<file path="src/rtl/fifo_pkg.sv">
// Shared defaults and helpers for sync_fifo_v2: default geometry, explicit pointer wrap, count width.
package fifo_pkg;

    localparam int DEF_FIFO_WIDTH = 16;
    localparam int DEF_FIFO_DEPTH = 8;

    // Explicit wrap so any depth works, not only powers of two.
    function automatic int next_ptr(input int ptr, input int depth);
        return (ptr == depth - 1) ? 0 : ptr + 1;
    endfunction

    function automatic int cnt_width(input int depth);
        return $clog2(depth + 1);
    endfunction

endpackage

</file>
<file path="src/rtl/fifo_mem.sv">
// FIFO storage: DEPTH x WIDTH, synchronous write port, asynchronous read port. Not reset.
module fifo_mem #(
    parameter int WIDTH  = 16,
    parameter int DEPTH  = 8,
    parameter int ADDR_W = $clog2(DEPTH)
) (
    input  logic              clk,
    input  logic              we,
    input  logic [ADDR_W-1:0] waddr,
    input  logic [WIDTH-1:0]  wdata,
    input  logic [ADDR_W-1:0] raddr,
    output logic [WIDTH-1:0]  rdata
);

    logic [WIDTH-1:0] mem [DEPTH];

    always_ff @(posedge clk) begin
        if (we) mem[waddr] <= wdata;
    end

    assign rdata = mem[raddr];

endmodule

</file>
<file path="src/rtl/sync_fifo_v2.sv">
// Parametrised single-clock FIFO with programmable almost flags and occupancy count.
// Define FIFO_FWFT_EN for first-word-fall-through reads; default is a registered 1-cycle read.
module sync_fifo_v2
    import fifo_pkg::*;
#(
    parameter int FIFO_WIDTH = DEF_FIFO_WIDTH,
    parameter int FIFO_DEPTH = DEF_FIFO_DEPTH,
    parameter int AF_THRESH  = FIFO_DEPTH - 1,
    parameter int AE_THRESH  = 1,
    localparam int CNT_W     = cnt_width(FIFO_DEPTH)
) (
    input  logic                  clk,
    input  logic                  rst_n,
    input  logic [FIFO_WIDTH-1:0] data_in,
    input  logic                  wr_en,
    input  logic                  rd_en,
    output logic [FIFO_WIDTH-1:0] data_out,
    output logic                  wr_ack,
    output logic                  overflow,
    output logic                  underflow,
    output logic                  full,
    output logic                  empty,
    output logic                  almostfull,
    output logic                  almostempty,
    output logic [CNT_W-1:0]      count
);

    localparam int ADDR_W = $clog2(FIFO_DEPTH);

    logic [ADDR_W-1:0]     wr_ptr, rd_ptr;
    logic [CNT_W-1:0]      cnt;
    logic [FIFO_WIDTH-1:0] rd_data;
    logic                  wr_acc, rd_acc;

    assign wr_acc = wr_en & ~full;
    assign rd_acc = rd_en & ~empty;

    fifo_mem #(
        .WIDTH  (FIFO_WIDTH),
        .DEPTH  (FIFO_DEPTH),
        .ADDR_W (ADDR_W)
    ) u_mem (
        .clk   (clk),
        .we    (wr_acc),
        .waddr (wr_ptr),
        .wdata (data_in),
        .raddr (rd_ptr),
        .rdata (rd_data)
    );

    always_ff @(posedge clk or negedge rst_n) begin
        if (!rst_n) begin
            wr_ptr    <= '0;
            rd_ptr    <= '0;
            cnt       <= '0;
            wr_ack    <= 1'b0;
            overflow  <= 1'b0;
            underflow <= 1'b0;
        end else begin
            wr_ack    <= wr_acc;
            overflow  <= wr_en & full;
            underflow <= rd_en & empty;
            if (wr_acc) wr_ptr <= ADDR_W'(next_ptr(int'(wr_ptr), FIFO_DEPTH));
            if (rd_acc) rd_ptr <= ADDR_W'(next_ptr(int'(rd_ptr), FIFO_DEPTH));
            case ({wr_acc, rd_acc})
                2'b10:   cnt <= cnt + CNT_W'(1);
                2'b01:   cnt <= cnt - CNT_W'(1);
                default: cnt <= cnt;
            endcase
        end
    end

`ifdef FIFO_FWFT_EN
    // Head word is presented directly; rd_en only pops it.
    assign data_out = rd_data;
`else
    logic [FIFO_WIDTH-1:0] dout_q;

    always_ff @(posedge clk or negedge rst_n) begin
        if (!rst_n)      dout_q <= '0;
        else if (rd_acc) dout_q <= rd_data;
    end

    assign data_out = dout_q;
`endif

    // Status is decoded from the registered count, so it tracks state in the same cycle.
    assign count       = cnt;
    assign full        = (cnt == CNT_W'(FIFO_DEPTH));
    assign empty       = (cnt == '0);
    assign almostfull  = (int'(cnt) >= AF_THRESH) && (int'(cnt) < FIFO_DEPTH);
    assign almostempty = (int'(cnt) <= AE_THRESH) && (cnt != '0);

endmodule
</file>
<file path="config.mk">
export PLATFORM = sky130hd
export DESIGN_NAME = sync_fifo_v2
export DESIGN_NICKNAME = d
export VERILOG_FILES = /design/src/rtl/fifo_pkg.sv /design/src/rtl/fifo_mem.sv /design/src/rtl/sync_fifo_v2.sv
export SDC_FILE = /design/constraint.sdc
export NUM_CORES = 1
export LEC_CHECK = 0
export CORE_MARGIN = 10
export CORE_UTILIZATION = 50
export CTS_BUF_LIST = sky130_fd_sc_hd__clkbuf_8 sky130_fd_sc_hd__clkbuf_16
export DETAILED_ROUTE_END_ITERATION = 7
export PLACE_DENSITY = 0.7
export SETUP_SLACK_MARGIN = 0.1
export SYNTH_ARGS = -nofsm -noshare
export SYNTH_HDL_FRONTEND = slang
export SYNTH_HIERARCHICAL = 1
export SYNTH_SLANG_ARGS = --single-unit
</file>
<file path="constraint.sdc">
create_clock -name clk -period 6.95 [get_ports clk]
set_clock_uncertainty 0.05 [all_clocks]
set_input_delay 1.39 -clock clk [delete_from_list [all_inputs] [get_ports clk]]
set_output_delay 1.39 -clock clk [all_outputs]
set_load 0.01 [all_outputs]
</file>
==> results.ini <==
[die]
start_util=0.516
ios=47
rows=40
die_y_um=132
die_w_um=132
design.core.area_sq_um=12100
dieArea_sq_um=17400

[synth]
async_reset_ff_frac=0.185
synth_edf_count=128
synth_cell_types=28
avgSynthCellArea_sq_um=21.9
netlist_instances=286
ys_warn_count=6
ys_seq_area_frac=0.731
ys_top_cells_by_area=edfxtp_1, mux4_1, dfrtp_1
synth_common_cells=edfxtp_1, dfrtp_1, mux4_1, mux2_1, mux2_2
synth_top_area_cell=edfxtp_1
synth-main-ff-cell=edfxtp_1
ys_seq_elements=157
syn_area_sq_um=6250
synth_top_area_frac=0.615
synth.net_count=314
synth_most_common_cell=edfxtp_1

[finish]
drive_gt1_frac=0.184
n_antenna_cell=0
post-route-util=0.618
fin_cells=532
nets=379
nFillCells=889
syn_to_final_growth_pct=19.8
stdcell_area_sq_um=7490

[clock_network]
hold_buffers=0
clkLatencyLatePin_ns=0.42
cts_buffers=17
cts_tree=built
h-tree-depth=4
cts.repair.resized=0
post_cts_buffers=0
clockBufferDepth=2
cts-root-buf=clkbuf_16
clk_pin_slew_ns=0.06
clock-sinks=157

[worst_setup_path]
rr_startpoint=count[0]
critPathMaxFanout=7
cp.required_ns=5.51
worst_setup_path_end_kind=output pin
slowest_stage=clkdlybuf4s50_1
worstPathArrival_ns=2.06
crit_path_start_kind=flip-flop
crit_chain=inv_1, ha_1, nor4b_1, clkdlybuf4s50_1
crit_start=count[0]
critPathMaxStageDelay_ns=0.59
crit_type=flip-flop to output pin

[placed_design]
port_buffers=46
globalplace.congestion=0.718
place_hpwl_um=6760
place_inst=500
placed_area_sq_um=6930

[detailed_routing]
wl_um=11300
drt_iter0_markers=246
ant_nets=0
routed-via-count=2963
drc=0
wire_per_inst_um=21.2
via_per_inst=5.57
drtPass1Iterations=4

[hold_path]
holdCritStartpoint=data_out[12]
hold_path_class=flip-flop to flip-flop

[sta]
rsz0062_at_grt=false
slew_headroom=0.378
drv_slew=0
tightest_slew_ns=0.933
min_period_ns=3.50
period_share=0.504
finalSetupViolCount=0
fmax_ghz=0.286
finalHoldViolations=0
fin_setup_tns_ns=0

[outcome]
status=complete, no violations

[global_routing]
grt_use_total=0.137
gr-total-overflow=0
grt_pass1_vias=3121
grt_max_degree=35
grt_pass1_wl_um=18000
antenna_found_initial=0

[job]
maxCapViolations=0

[power]
p_per_area_nw_per_um2=413
p_leak_uw=0.00268
ir_drop_mv=0.210
p_total_uw=3090

stage by stage:
stage	hold WS, ns	worst slack (ns)
floorplan	0.440	3.71
global placement	0.425	3.48
detailed placement	0.431	3.38
CTS	0.444	3.42
global route	0.468	3.33
finish	0.438	3.45
power by group:
group | internal (uW) | switching (uW) | total (uW) | leakage [uW]
clock | 536 | 338 | 873 | 0.000296
sequential | 1220 | 125 | 1350 | 0.00151
combinational | 491 | 380 | 870 | 0.000875
total | 2250 | 842 | 3090 | 0.00268
registers in the layout (all words and copies together) (netlist names):
signal and count:
rd_ptr 3, overflow 1, wr_ptr 3, data_out 16, underflow 1, count 4
u_mem/mem 128, wr_ack 1
layer usage:
layer	vias to the layer above	track usage	share of wire
met1	1553	0.173	0.44
li1	1311	-	-
met3	14	0.0469	0.054
met4	0	0.0501	0.014
met5	-	0	0
met2	85	0.214	0.49
area by class of cell:
| class | count | area [sq um] | share of cell area |
|---|---|---|---|
| inverter | 4 | 15.0 | 0.00200 |
| timing repair buffer | 58 | 551 | 0.0735 |
| clock buffer | 19 | 453 | 0.0605 |
| sequential | 157 | 4570 | 0.610 |
| multi-input combinational | 113 | 1580 | 0.211 |
| tap | 168 | 210 | 0.0281 |
| clock inverter | 13 | 108 | 0.0144 |
layout by cell type (no fill, tap or decap), drive strengths merged, types with 7 or more instances in the layout:
| cell type | Yosys | final |
|---|---|---|
| clkinv | 0 | 7 |
| clkdlybuf4s50 | 0 | 46 |
| clkbuf | 1 | 19 |
| buf | 11 | 12 |
| mux2 | 38 | 38 |
| inv | 4 | 8 |
| ha | 8 | 8 |
| mux4 | 32 | 32 |
| nor2 | 10 | 10 |
| dfrtp | 29 | 29 |
| edfxtp | 128 | 128 |
path summary, 6_finish.rpt:
path | depth (start not counted) | slack, ns | endpoint
max | 4 | 3.45 | almostempty
min | 1 | 0.44 | data_out[12]
max reg2reg | 8 | 4.36 | u_mem/mem[5][6]
min reg2reg | 1 | 0.44 | data_out[12]
max in group asynchronous | 2 | 5.22 | data_out[8]
min in group asynchronous | 2 | 1.32 | count[3]
kinds of logic after synthesis:
group,count (synthesis),synth area share
muxes,71,0.202
xor gates and xnor gates,4,0.00561
buffers and inverters,16,0.0170
DFF,157,0.731
adders and majority gates,8,0.0160
AOI/OAI and AO/OA,3,0.00360
and+or+nand+nor,27,0.0244
critical path, delay by kind of cell, from the launching register on:
family / cells / cell delay, ns
fa+ha+maj: 1 / 0.25
buf+inv: 2 / 0.66
flops: 1 / 0.47
simple gates: 1 / 0.26
Note: power is estimated with default switching activity, not from simulation.
